File: src/rtl/branch_resolve_unit.sv
// -----------------------------------------------------------------------------
// branch_resolve_unit
//
// Resolution end of branch prediction. Fetch-time predictions (direction and
// target) ride a shadow IF->ID->EX pipeline alongside the real instruction.
// In EX they are compared with the actual outcome. The unit drives:
//   - the predictor update strobe (conditional branches only),
//   - a combinational mispredict flag,
//   - a registered fetch redirect together with an IF/ID flush,
//   - saturating branch and mispredict statistics counters.
//
// Ports:
//   clk, rst                    clock; synchronous active-high reset
//   mem_stall_i                 pipeline freeze; shadow slots and FSM hold
//   if_valid_i, if_pc_i         instruction currently in IF
//   if_pred_taken_i             predicted direction for if_pc_i
//   if_pred_target_i            predicted target for if_pc_i
//   ex_is_br_i, ex_is_jump_i    EX instruction class (cond branch / jal, jalr)
//   ex_br_en_i, ex_target_i     actual outcome and computed target in EX
//   pred_update_valid_o         comb: update predictor this cycle
//   pred_update_taken_o         comb: actual direction
//   mispredict_o                comb: EX prediction was wrong
//   redirect_valid_o            reg: load redirect_pc_o into fetch PC
//   redirect_pc_o               reg: correct next PC
//   flush_if_id_o               reg: squash IF and ID
//   br_count_o                  resolved conditional branches (saturating)
//   mispred_count_o             mispredicts of any kind (saturating)
// -----------------------------------------------------------------------------
module branch_resolve_unit #(
    parameter int unsigned CNT_W = 32
) (
    input  logic             clk,
    input  logic             rst,
    input  logic             mem_stall_i,
    input  logic             if_valid_i,
    input  logic [31:0]      if_pc_i,
    input  logic             if_pred_taken_i,
    input  logic [31:0]      if_pred_target_i,
    input  logic             ex_is_br_i,
    input  logic             ex_is_jump_i,
    input  logic             ex_br_en_i,
    input  logic [31:0]      ex_target_i,
    output logic             pred_update_valid_o,
    output logic             pred_update_taken_o,
    output logic             mispredict_o,
    output logic             redirect_valid_o,
    output logic [31:0]      redirect_pc_o,
    output logic             flush_if_id_o,
    output logic [CNT_W-1:0] br_count_o,
    output logic [CNT_W-1:0] mispred_count_o
);

    typedef struct packed {
        logic        valid;
        logic [31:0] pc;
        logic        pred_taken;
        logic [31:0] pred_target;
    } slot_t;

    typedef enum logic [0:0] {StIdle, StRedirect} state_e;

    state_e           state_q, state_d;
    slot_t            id_q, id_d, ex_q, ex_d;
    logic [31:0]      redirect_pc_q, redirect_pc_d;
    logic [CNT_W-1:0] br_cnt_q, br_cnt_d, mis_cnt_q, mis_cnt_d;

    logic             resolve;
    logic             is_cond;
    logic             wrong;
    logic [31:0]      seq_pc;
    logic [31:0]      correct_pc;

    // Outcome evaluation of the EX slot.
    always_comb begin
        resolve    = ex_q.valid & ~mem_stall_i & (state_q == StIdle);
        // A jump flag wins over the branch flag when both are set.
        is_cond    = ex_is_br_i & ~ex_is_jump_i;
        seq_pc     = ex_q.pc + 32'd4;  // wraps mod 2^32
        wrong      = 1'b0;
        correct_pc = seq_pc;
        if (ex_is_jump_i) begin
            wrong      = ~ex_q.pred_taken | (ex_q.pred_target != ex_target_i);
            correct_pc = ex_target_i;
        end else if (is_cond) begin
            wrong      = (ex_q.pred_taken != ex_br_en_i)
                       | (ex_q.pred_taken & ex_br_en_i & (ex_q.pred_target != ex_target_i));
            correct_pc = ex_br_en_i ? ex_target_i : seq_pc;
        end else begin
            // Non-control instruction: any taken prediction sent fetch astray.
            wrong = ex_q.pred_taken;
        end
    end

    assign mispredict_o        = resolve & wrong;
    assign pred_update_valid_o = resolve & is_cond;
    assign pred_update_taken_o = resolve & ex_br_en_i;

    assign redirect_valid_o = (state_q == StRedirect);
    assign flush_if_id_o    = (state_q == StRedirect);
    assign redirect_pc_o    = redirect_pc_q;
    assign br_count_o       = br_cnt_q;
    assign mispred_count_o  = mis_cnt_q;

    // Next-state: FSM, shadow pipeline, redirect PC and counters.
    always_comb begin
        state_d       = state_q;
        id_d          = id_q;
        ex_d          = ex_q;
        redirect_pc_d = redirect_pc_q;
        br_cnt_d      = br_cnt_q;
        mis_cnt_d     = mis_cnt_q;

        if (pred_update_valid_o && (br_cnt_q != '1)) begin
            br_cnt_d = br_cnt_q + CNT_W'(1);
        end
        if (mispredict_o && (mis_cnt_q != '1)) begin
            mis_cnt_d = mis_cnt_q + CNT_W'(1);
        end

        if (!mem_stall_i) begin
            unique case (state_q)
                StIdle: begin
                    if (mispredict_o) begin
                        // ID and EX hold wrong-path work; drop both.
                        state_d       = StRedirect;
                        redirect_pc_d = correct_pc;
                        id_d.valid    = 1'b0;
                        ex_d.valid    = 1'b0;
                    end else begin
                        ex_d = id_q;
                        id_d = '{valid:       if_valid_i,
                                 pc:          if_pc_i,
                                 pred_taken:  if_pred_taken_i,
                                 pred_target: if_pred_target_i};
                    end
                end
                StRedirect: begin
                    // IF is still on the wrong path this cycle; capture it invalid.
                    state_d = StIdle;
                    ex_d    = id_q;
                    id_d    = '{valid:       1'b0,
                                pc:          if_pc_i,
                                pred_taken:  if_pred_taken_i,
                                pred_target: if_pred_target_i};
                end
                default: state_d = StIdle;
            endcase
        end
    end

    always_ff @(posedge clk) begin
        if (rst) begin
            state_q       <= StIdle;
            id_q          <= '0;
            ex_q          <= '0;
            redirect_pc_q <= '0;
            br_cnt_q      <= '0;
            mis_cnt_q     <= '0;
        end else begin
            state_q       <= state_d;
            id_q          <= id_d;
            ex_q          <= ex_d;
            redirect_pc_q <= redirect_pc_d;
            br_cnt_q      <= br_cnt_d;
            mis_cnt_q     <= mis_cnt_d;
        end
    end

endmodule

File: config.mk
export PLATFORM = sky130hd
export DESIGN_NAME = branch_resolve_unit
export DESIGN_NICKNAME = d
export VERILOG_FILES = /design/src/rtl/branch_resolve_unit.sv
export SDC_FILE = /design/constraint.sdc
export NUM_CORES = 1
export LEC_CHECK = 0
export BUFFER_PORTS_ARGS = -buffer_cell sky130_fd_sc_hd__buf_4
export CAP_MARGIN = 10
export CORE_MARGIN = 3
export CORE_UTILIZATION = 48
export CTS_BUF_LIST = sky130_fd_sc_hd__clkbuf_16
export CTS_CLUSTER_SIZE = 40
export DETAILED_ROUTE_END_ITERATION = 6
export HOLD_SLACK_MARGIN = 0.15
export MAX_ROUTING_LAYER = met4
export PLACE_DENSITY_LB_ADDON = 0.15
export SYNTH_ARGS = -nofsm -noshare
export SYNTH_HDL_FRONTEND = slang
export SYNTH_SLANG_ARGS = --single-unit
File: constraint.sdc
create_clock -name clk -period 7.2 [get_ports clk]
set_input_delay 0.36 -clock clk [delete_from_list [all_inputs] [get_ports clk]]
set_output_delay 0.36 -clock clk [all_outputs]
set_load 0.005 [all_outputs]
==> results.json, run 1 <==
{
  "floorplan.die_area_sq_um": 26500,
  "most_repeated_cell_in_the_gate_level_netlist_after_synthesis": "sky130_fd_sc_hd__dfxtp_1",
  "io_buffers": 204,
  "cts.path.max_buffers": 3,
  "synth_seq_area_share_pct": 38.9,
  "max_cap_violations": 0,
  "post_synth_inst_count": 1370,
  "postCtsSetupBuffers": 0,
  "globalRouteOverflowTotal": 0,
  "cells_resized_by_post_cts_repair": 0,
  "leakagePower_nw": 5.93,
  "path_class": "in2reg",
  "detail_route.vias_per_cell": 5.48,
  "gpl_congestion": 0.853,
  "io_pins": 205,
  "cts_buffers": 26,
  "tritoncts_sinks": 229,
  "groute.layer.met3.usage_pct": 3.10,
  "core-area_sq_um": 23800,
  "clk_latency_ps": 540,
  "ys.flop_type": "sky130_fd_sc_hd__dfxtp_1",
  "grt.met1_usage_pct": 33.0,
  "final.setup.tns_ps": 0,
  "flow.area_growth_from_synthesis_pct": 25.1,
  "netlist_top_cells_count": "sky130_fd_sc_hd__dfxtp_1, sky130_fd_sc_hd__o21ai_0, sky130_fd_sc_hd__nand2b_1",
  "finalWirelength_um": 32500,
  "synth.area.top_cells": "sky130_fd_sc_hd__dfxtp_1, sky130_fd_sc_hd__nand2b_1, sky130_fd_sc_hd__o21ai_0",
  "critPathArrivalTime_ps": 4470,
  "detailroute.via_count": 10500,
  "setup.worst_path.end_class": "flop",
  "hold_viol_final": 0,
  "route.detailed.drc": 0,
  "yosys_register_bits": 229,
  "slew_headroom_pct": 28.5,
  "final_period_minus_worst_setup_slack_ps": 4010,
  "cts_hold_buffers": 68,
  "number_of_global_route_vias_before_repair": 9992,
  "place_hpwl_um": 21800,
  "finalSetupViolCount": 0,
  "drive_above_1_share_pct": 17.1,
  "tritoncts": "done",
  "drt_pre_antenna_iters": 5,
  "initial_util_pct": 49.5,
  "cts-root-buf": "sky130_fd_sc_hd__clkbuf_16",
  "maximum_number_of_pins_on_one_net_before_global_route_repair": 184,
  "routed_wire_length_per_instance_um": 16.9,
  "initialDrtViolationCount": 808,
  "h-tree-depth": 1,
  "unrepaired_setup_endpoints_after_global_routing": "false",
  "vdd_drop_max_mv": 0.128,
  "worstPathRequired_ps": 7660,
  "post_synth.cell_area_avg_sq_um": 8.60,
  "critPathLaunchType": "primary input",
  "die_h_um": 163,
  "synth_largest_area_cell": "sky130_fd_sc_hd__dfxtp_1",
  "finalMaxSlewViolations": 0,
  "synth-edff-count": 0,
  "run_status": "completed",
  "synth_fp_nets": 1478,
  "detail-route-antenna-nets": 0,
  "grt_busiest_layer": "met2",
  "finalCritPeriodShare_pct": 55.7,
  "final_nets": 1688,
  "die_w_um": 163,
  "worst-slew-pin-transition_ps": 1070,
  "hold_path_class": "in2reg",
  "grt_usage_pct": 24.6,
  "synthDistinctLibCells": 61,
  "worst_setup_hold_path_clk_slew_ps": 60,
  "row_count": 56,
  "post-route-cell-area_sq_um": 14700,
  "placed_area_sq_um": 13300,
  "netlist_area_before_placement_sq_um": 11800,
  "postSynth.asyncResetShare_pct": 0,
  "worst-path-max-fanout": 83,
  "antenna_cells_inserted": 0,
  "pwr_density_cell_nw_per_um2": 189,
  "power.total_mw": 2.78,
  "antenna_found_initial": 0,
  "achievable-frequency_ghz": 0.249,
  "yosysWarningCount": 0,
  "global_route_track_usage_on_met2_pct": 38.8,
  "global_route_wire_length_before_repair_um": 52100,
  "final.setup_skew_ps": 16.7,
  "synth_top_area_share_pct": 38.9
}
==> layout by cell type, fill, tap and decap left out, types with 16 or more instances in the layout <==
| master | netlist | routed |
|---|---|---|
| sky130_fd_sc_hd__nand2_1 | 42 | 42 |
| sky130_fd_sc_hd__nand3_1 | 64 | 63 |
| sky130_fd_sc_hd__buf_4 | 3 | 213 |
| sky130_fd_sc_hd__mux2i_1 | 66 | 66 |
| sky130_fd_sc_hd__nor2_1 | 101 | 101 |
| sky130_fd_sc_hd__inv_1 | 9 | 19 |
| sky130_fd_sc_hd__xor2_1 | 59 | 59 |
| sky130_fd_sc_hd__nor3_1 | 18 | 18 |
| sky130_fd_sc_hd__o21ai_1 | 17 | 16 |
| sky130_fd_sc_hd__nor2b_1 | 93 | 93 |
| sky130_fd_sc_hd__dlygate4sd3_1 | 0 | 68 |
| sky130_fd_sc_hd__nand4_1 | 31 | 31 |
| sky130_fd_sc_hd__a211oi_1 | 21 | 21 |
| sky130_fd_sc_hd__xnor2_1 | 25 | 25 |
| sky130_fd_sc_hd__dfxtp_1 | 229 | 229 |
| sky130_fd_sc_hd__and3_1 | 24 | 24 |
| sky130_fd_sc_hd__a21oi_1 | 31 | 30 |
| sky130_fd_sc_hd__o21ai_0 | 152 | 152 |
| sky130_fd_sc_hd__clkbuf_16 | 0 | 26 |
| sky130_fd_sc_hd__nand2b_1 | 144 | 142 |
==> sequential cells by signal, summed over array words and instances (netlist names) <==
| name | flops |
|---|---|
| flush_if_id_o | 1 |
| id_q | 66 |
| br_count_o | 32 |
| mispred_count_o | 32 |
| redirect_pc_o | 32 |
| ex_q | 66 |
==> stage by stage <==
stage,setup WS [ps],hold slack (ps),util [%],cells
floorplan,4750,426,-,1370
detailed placement,3220,446,55.8,1802
CTS,3230,150,61.8,1918
global placement,3260,443,55.8,1802
global route,3000,174,61.9,1919
finish,3190,157,61.9,1919
==> critical path, stage by stage <==
cell and delay (ps):
sky130_fd_sc_hd__dlygate4sd3_1 530, sky130_fd_sc_hd__buf_4 140, sky130_fd_sc_hd__xor2_1 140, sky130_fd_sc_hd__nor4_1 510
sky130_fd_sc_hd__nand4_1 410, sky130_fd_sc_hd__o21a_2 320, sky130_fd_sc_hd__buf_4 360, sky130_fd_sc_hd__nor2_8 940
sky130_fd_sc_hd__buf_4 470, sky130_fd_sc_hd__mux2i_1 240
==> power breakdown <==
group	leakage [nW]	internal, mW	total (mW)	switching [mW]
Sequential	1.86	1.31	1.33	0.0218
Combinational	3.67	0.136	0.277	0.140
Clock	0.401	0.651	1.17	0.521
==> metal layers <==
metal	up-vias	wire, um
li1	5199	-
met1	4910	14300
met2	351	15200
met3	64	1960
met4	0	1050
met5	-	0
==> area by class of cell <==
cell class	instances	area (sq um)
repair buffers	283	2310
clock inverters	22	101
clock buffers	26	651
well taps	319	399
multi-input cells	1030	6650
fillers	2193	9080
flip-flops and latches	229	4580
inverters	10	37.5
==> worst paths after layout <==
kind / start / end / slack [ps] / depth (start not counted)
min reg2reg: ex_q[65]$_SDFFE_PP0N_ / ex_q[65]$_SDFFE_PP0N_ / 460 / 2
min: if_pc_i[22] / id_q[55]$_SDFFE_PP0P_ / 160 / 3
max reg2reg: ex_q[2]$_SDFFE_PP0P_ / id_q[24]$_SDFFE_PP0P_ / 3320 / 8
max: ex_target_i[0] / id_q[24]$_SDFFE_PP0P_ / 3190 / 10
==> cell families (layout without fill, tap and decap cells) <==
family	after synthesis	count (layout)	synth area share [%]
simple gates	589	589	28.6
compound gates	259	259	12.7
flops	229	229	38.9
buf+inv	111	341	4.85
mux	94	94	8.28
xor+xnor	84	84	6.24
fa+ha+maj	4	4	0.425
(Power assumes the default switching activity.)
==> run 2, diff against run 1 <==
clock period = 4.05 ns   (was 7.2 ns; I/O delays follow)
==> run 2 against run 1 <==
Routed wire length increased by 2.4%. Sequential share of layout area decreased by 0.59 points. Final cell count increased by 1.2%. Utilization increased by 1.2 points. Combinational power increased by 85%. Sequential power increased by 78%. Design area increased by 1.9%. Worst hold slack improved by 17 ps. Critical path type is now in2out.
==> results.json, run 2 (synthesized netlist as in run 1, its figures left out) <==
{
  "cts.path.max_buffers": 3,
  "critPathLaunchType": "primary input",
  "achievable-frequency_ghz": 0.265,
  "hold_path_class": "in2reg",
  "dp.cells": 1805,
  "utilization_pct": 63.1,
  "power.share.sequential_pct": 46.4,
  "die_h_um": 163,
  "maximum_number_of_pins_on_one_net_before_global_route_repair": 155,
  "worstRegToRegCells": 7,
  "tritoncts_sinks": 229,
  "place_hpwl_um": 22100,
  "slew_headroom_pct": 37.0,
  "grt_usage_pct": 25.1,
  "placed_area_sq_um": 13300,
  "worst_setup_hold_path_clk_slew_ps": 60,
  "worst-slew-pin-transition_ps": 944,
  "finalMaxSlewViolations": 0,
  "cts-root-buf": "sky130_fd_sc_hd__clkbuf_16",
  "io_pins": 205,
  "clk_latency_ps": 530,
  "path_class": "in2out",
  "antenna_found_initial": 1,
  "final.setup.tns_ps": 0,
  "leakagePower_nw": 6.05,
  "post-route-cell-area_sq_um": 15000,
  "finalWirelength_um": 33300,
  "globalRouteOverflowTotal": 0,
  "h-tree-depth": 1,
  "route.detailed.drc": 0,
  "combinational_power_share_pct": 10.1,
  "detail-route-antenna-nets": 0,
  "floorplan.die_area_sq_um": 26500,
  "reg.largest.list": "ex_q (66), id_q (66)",
  "most-common-layout-cells": "sky130_fd_sc_hd__dfxtp_1, sky130_fd_sc_hd__buf_4, sky130_fd_sc_hd__o21ai_0",
  "initialDrtViolationCount": 877,
  "max_cap_violations": 0,
  "io_buffers": 204,
  "finalSetupViolCount": 0,
  "flow.area_growth_from_synthesis_pct": 27.5,
  "gpl_congestion": 0.868,
  "hold_viol_final": 0,
  "worstPathRequired_ps": 3850,
  "unrepaired_setup_endpoints_after_global_routing": "false",
  "final-instance-count-excl-fill": 1942,
  "layout.filler_cells": 2067,
  "holdPathStages": 5,
  "initial_util_pct": 49.5,
  "die_w_um": 163,
  "worstReg2RegStart": "ex_q[2]$_SDFFE_PP0P_",
  "vdd_drop_max_mv": 0.237,
  "drive_above_1_share_pct": 17.3,
  "detail_route.vias_per_cell": 5.45,
  "power.clock.fraction_pct": 43.5,
  "mostFrequentLayoutCell": "sky130_fd_sc_hd__dfxtp_1",
  "critPathArrivalTime_ps": 3580,
  "detailroute.via_count": 10600,
  "drt_pre_antenna_iters": 5,
  "worst-path-max-fanout": 65,
  "pwr_density_cell_nw_per_um2": 339,
  "final.setup_skew_ps": 20.4,
  "routed_wire_length_per_instance_um": 17.1,
  "setup.worst_path.end_class": "primary output",
  "number_of_global_route_vias_before_repair": 10000,
  "p_switching_mw": 1.22,
  "regToRegSetupSlack_ps": 870,
  "r2r-end": "id_q[45]$_SDFFE_PP0P_",
  "run_status": "completed",
  "final_nets": 1710,
  "core-area_sq_um": 23800,
  "cts_buffers": 26,
  "netSwitchingFraction_pct": 24.0,
  "power_internal_mw": 3.87,
  "tritoncts": "done",
  "global_route_wire_length_before_repair_um": 53000,
  "final_period_minus_worst_setup_slack_ps": 3780,
  "hold_path_startpoint": "ex_target_i[13]",
  "power.total_mw": 5.10,
  "finalCritPeriodShare_pct": 93.3,
  "row_count": 56,
  "timing.hold.worst_endpoint": "redirect_pc_o[13]$_SDFFE_PP0P_",
  "cells_resized_by_post_cts_repair": 0
}
## run 2: through the flow
| stage | hold slack, ps | setup slack, ps |
|---|---|---|
| 6_report | 174 | 272 |
| 3_3_place_gp | 435 | 1030 |
| 2_1_floorplan | 340 | 1730 |
| 4_1_cts | 158 | 361 |
| 3_5_place_dp | 460 | 927 |
| 5_1_grt | 179 | 172 |
## run 2: what timing repair did
item,CTS,global route
hold buffers,88,0
buffers inserted,0,0
endpoints found under the setup margin,0,0
hold endpoints to repair,90,0
## run 2: how the worst max path moves through the flow
stage,from,to,slack (ps)
5_1_grt,ex_target_i[2],mispredict_o,170
2_1_floorplan,ex_q[32]$_SDFFE_PP0P_,id_q[0]$_SDFFE_PP0P_,1730
4_1_cts,ex_target_i[2],mispredict_o,360
6_report,ex_target_i[2],mispredict_o,270
3_3_place_gp,ex_target_i[2],mispredict_o,1030
3_5_place_dp,ex_target_i[2],mispredict_o,930
## run 2: critical path: stages
cell and delay, ps:
sky130_fd_sc_hd__dlygate4sd3_1 540, sky130_fd_sc_hd__buf_4 140, sky130_fd_sc_hd__xor2_1 130, sky130_fd_sc_hd__nor4_1 590, sky130_fd_sc_hd__nand4_1 420, sky130_fd_sc_hd__o21a_2 490, sky130_fd_sc_hd__buf_4 380, sky130_fd_sc_hd__nor2_4 260
sky130_fd_sc_hd__inv_2 170, sky130_fd_sc_hd__buf_4 180
## run 2: cell type report
cell class / instances / area [sq um] / share of cell area, %
Antenna cell: 1 / 2.50 / 0.0167
Clock buffer: 26 / 651 / 4.33
Clock inverter: 22 / 155 / 1.03
Inverter: 10 / 37.5 / 0.250
Multi-Input combinational cell: 1030 / 6650 / 44.3
Sequential cell: 229 / 4580 / 30.5
Tap cell: 319 / 399 / 2.66
Timing Repair Buffer: 305 / 2540 / 16.9
## run 2: power by group through the flow
stage / Sequential (mW) / Clock [mW] / Combinational, mW
after floorplan: 2.40 / 0 / 0.273
after global placement: 2.41 / 0 / 0.436
after detailed placement: 2.41 / 0 / 0.441
after CTS: 2.37 / 2.26 / 0.510
after global routing: 2.37 / 2.36 / 0.557
final: 2.37 / 2.22 / 0.513
## run 2: metal layers
metal / up-vias / share of wire (%) / wire length (um) / GRT usage [%]
met1: 4963 / 44 / 14800 / 33.7
met4: 0 / 2.1 / 708 / 5.69
met2: 320 / 48 / 15900 / 40.7
met3: 43 / 5.6 / 1870 / 3.03
met5: - / 0 / 0 / -
li1: 5257 / - / - / -
==> run 3, diff against run 2 <==
--- a/config.mk
+++ b/config.mk
@@ -10,5 +10,4 @@
 export CORE_MARGIN = 3
 export CORE_UTILIZATION = 48
-export CTS_BUF_LIST = sky130_fd_sc_hd__clkbuf_16
 export CTS_CLUSTER_SIZE = 40
 export DETAILED_ROUTE_END_ITERATION = 6
==> constraint.sdc (replaced) <==
create_clock -name clk -period 4.05 [get_ports clk]
set_input_delay 0.81 -clock clk [delete_from_list [all_inputs] [get_ports clk]]
set_output_delay 0.81 -clock clk [all_outputs]
set_load 0.005 [all_outputs]
==> run 3 against run 2 <==
Maximum frequency is 3.0% higher. Register-to-register slack worse by 90 ps. Critical path depth down 2. Design area is 4.8% lower. Die area unchanged. Global-route usage fell by 1.1 points. Count of clock-buffer cells in the layout is 14 higher. Sequential share of layout area grew 1.5 points. Final cell count shrank 4.4%. Critical endpoint unchanged.
==> results.json, run 3 (synthesized netlist as in run 1, its figures left out) <==
{
  "run_status": "completed",
  "fin_hold_ws_ps": 452,
  "io_buffers": 204,
  "hold_viol_final": 0,
  "cts_buffers": 26,
  "hold_path_class": "reg2reg",
  "setup_slack_ps": 383,
  "tritoncts": "done",
  "drive_above_1_share_pct": 18.9,
  "initial_util_pct": 49.5,
  "unrepaired_setup_endpoints_after_global_routing": "false",
  "dp_worst_setup_slack_ps": 236,
  "final-instance-count-excl-fill": 1857,
  "core-area_sq_um": 23800,
  "tritoncts_sinks": 229,
  "floorplan.die_area_sq_um": 26500,
  "multi_input_gate_area_sq_um": 6650,
  "path_class": "in2out",
  "post-route-cell-area_sq_um": 14300,
  "detail_route.vias_per_cell": 5.49,
  "worstRegToRegCells": 8,
  "finalCritPeriodShare_pct": 90.5,
  "critPathLaunchType": "primary input",
  "max_stage_delay_ps": 610,
  "final_nets": 1629,
  "setup.worst_path.end_class": "primary output",
  "hold_path_startpoint": "ex_q[65]$_SDFFE_PP0N_",
  "cts.path.max_buffers": 3,
  "crit_slowest_cell": "sky130_fd_sc_hd__nor4_1",
  "worstPathCellList": "buf_4, xor2_1, nor4_1, nand4_1, o21a_2, nor2_4, inv_2, buf_4",
  "detailroute.via_count": 10200,
  "finalSetupViolCount": 0,
  "timing.critical_path.max_delay_family": "simple AND/OR/NAND/NOR gates",
  "worst-path-max-fanout": 7,
  "finalWirelength_um": 31900,
  "maximum_number_of_pins_on_one_net_before_global_route_repair": 142,
  "final_period_minus_worst_setup_slack_ps": 3670,
  "most-common-layout-cells": "sky130_fd_sc_hd__dfxtp_1, sky130_fd_sc_hd__buf_4, sky130_fd_sc_hd__o21ai_0",
  "cts_hold_buffers": 0,
  "number_of_global_route_vias_before_repair": 9611,
  "route.detailed.drc": 0,
  "gpl_congestion": 0.949,
  "path_buf_inv": 3,
  "critPathArrivalTime_ps": 2860,
  "cpMostUsedCell": "sky130_fd_sc_hd__buf_4",
  "regToRegSetupSlack_ps": 780,
  "clk_latency_ps": 520,
  "globalRouteOverflowTotal": 0,
  "worst-slew-pin-transition_ps": 816,
  "vdd_drop_max_mv": 0.251,
  "initialDrtViolationCount": 705,
  "timing.hold.worst_endpoint": "ex_q[65]$_SDFFE_PP0N_",
  "final-seq-area_sq_um": 4580,
  "final.setup_skew_ps": 16.3,
  "final.setup.tns_ps": 0,
  "power.total_mw": 5.24,
  "mostFrequentLayoutCell": "sky130_fd_sc_hd__dfxtp_1",
  "leakagePower_nw": 5.74,
  "drt_pre_antenna_iters": 5,
  "utilization_pct": 60.0,
  "grt_usage_pct": 23.9,
  "detail-route-antenna-nets": 0,
  "finalMaxSlewViolations": 0,
  "global_route_wire_length_before_repair_um": 50500,
  "holdPathStages": 2,
  "reg.largest.list": "ex_q (66), id_q (66)",
  "die_w_um": 163,
  "placed_area_sq_um": 13400,
  "pwr_density_cell_nw_per_um2": 366,
  "cts-root-buf": "sky130_fd_sc_hd__clkbuf_16",
  "worstReg2RegStart": "ex_q[2]$_SDFFE_PP0P_",
  "worst_setup_hold_path_clk_slew_ps": 50,
  "slew_headroom_pct": 45.6,
  "dp.cells": 1812,
  "r2r-end": "id_q[19]$_SDFFE_PP0P_",
  "postCtsSetupBuffers": 0,
  "h-tree-depth": 1,
  "flow.area_growth_from_synthesis_pct": 21.4,
  "row_count": 56,
  "achievable-frequency_ghz": 0.273,
  "max_cap_violations": 0,
  "die_h_um": 163,
  "io_pins": 205,
  "antenna_found_initial": 1,
  "place_hpwl_um": 22300,
  "layout.filler_cells": 2195,
  "worstPathRequired_ps": 3240,
  "routed_wire_length_per_instance_um": 17.2,
  "cells_resized_by_post_cts_repair": 0
}
run 3: worst min-delay path, cell delays in order (launching register included):
cell and delay (ps):
sky130_fd_sc_hd__dfxtp_1 300, sky130_fd_sc_hd__nand2_1 50, sky130_fd_sc_hd__a21oi_1 50
run 3: report_power, final:
group          switching, mW  leakage (nW)  internal, mW
Combinational          0.240          3.44         0.207
Clock                  0.899         0.436          1.52
Sequential            0.0380          1.86          2.33
run 3: how the worst max path moves through the flow:
| stage | start | end | depth (start not counted) |
|---|---|---|---|
| after detailed placement | ex_target_i[2] | id_q[24]$_SDFFE_PP0P_ | 9 |
| after CTS | ex_target_i[2] | mispredict_o | 8 |
| final | ex_target_i[2] | mispredict_o | 8 |
| after floorplan | ex_br_en_i | mispredict_o | 9 |
| after global routing | ex_target_i[2] | mispredict_o | 8 |
| after global placement | ex_target_i[2] | id_q[19]$_SDFFE_PP0P_ | 9 |
run 3: metal layers:
| metal | part of all wire [%] | GRT usage [%] | vias to the layer above |
|---|---|---|---|
| met1 | 45 | 32.0 | 4746 |
| met4 | 3.6 | 8.65 | 0 |
| met5 | 0 | - | - |
| li1 | - | - | 5089 |
| met2 | 45 | 37.2 | 294 |
| met3 | 5.8 | 3.36 | 71 |
run 3: layout make-up:
class	count	share of cell area (%)
flip-flops and latches	229	32.0
clock buffers	40	5.55
clock inverters	4	0.665
inverters	10	0.262
diodes	1	0.0175
well taps	319	2.79
multi-input cells	1030	46.5
repair buffers	224	12.1
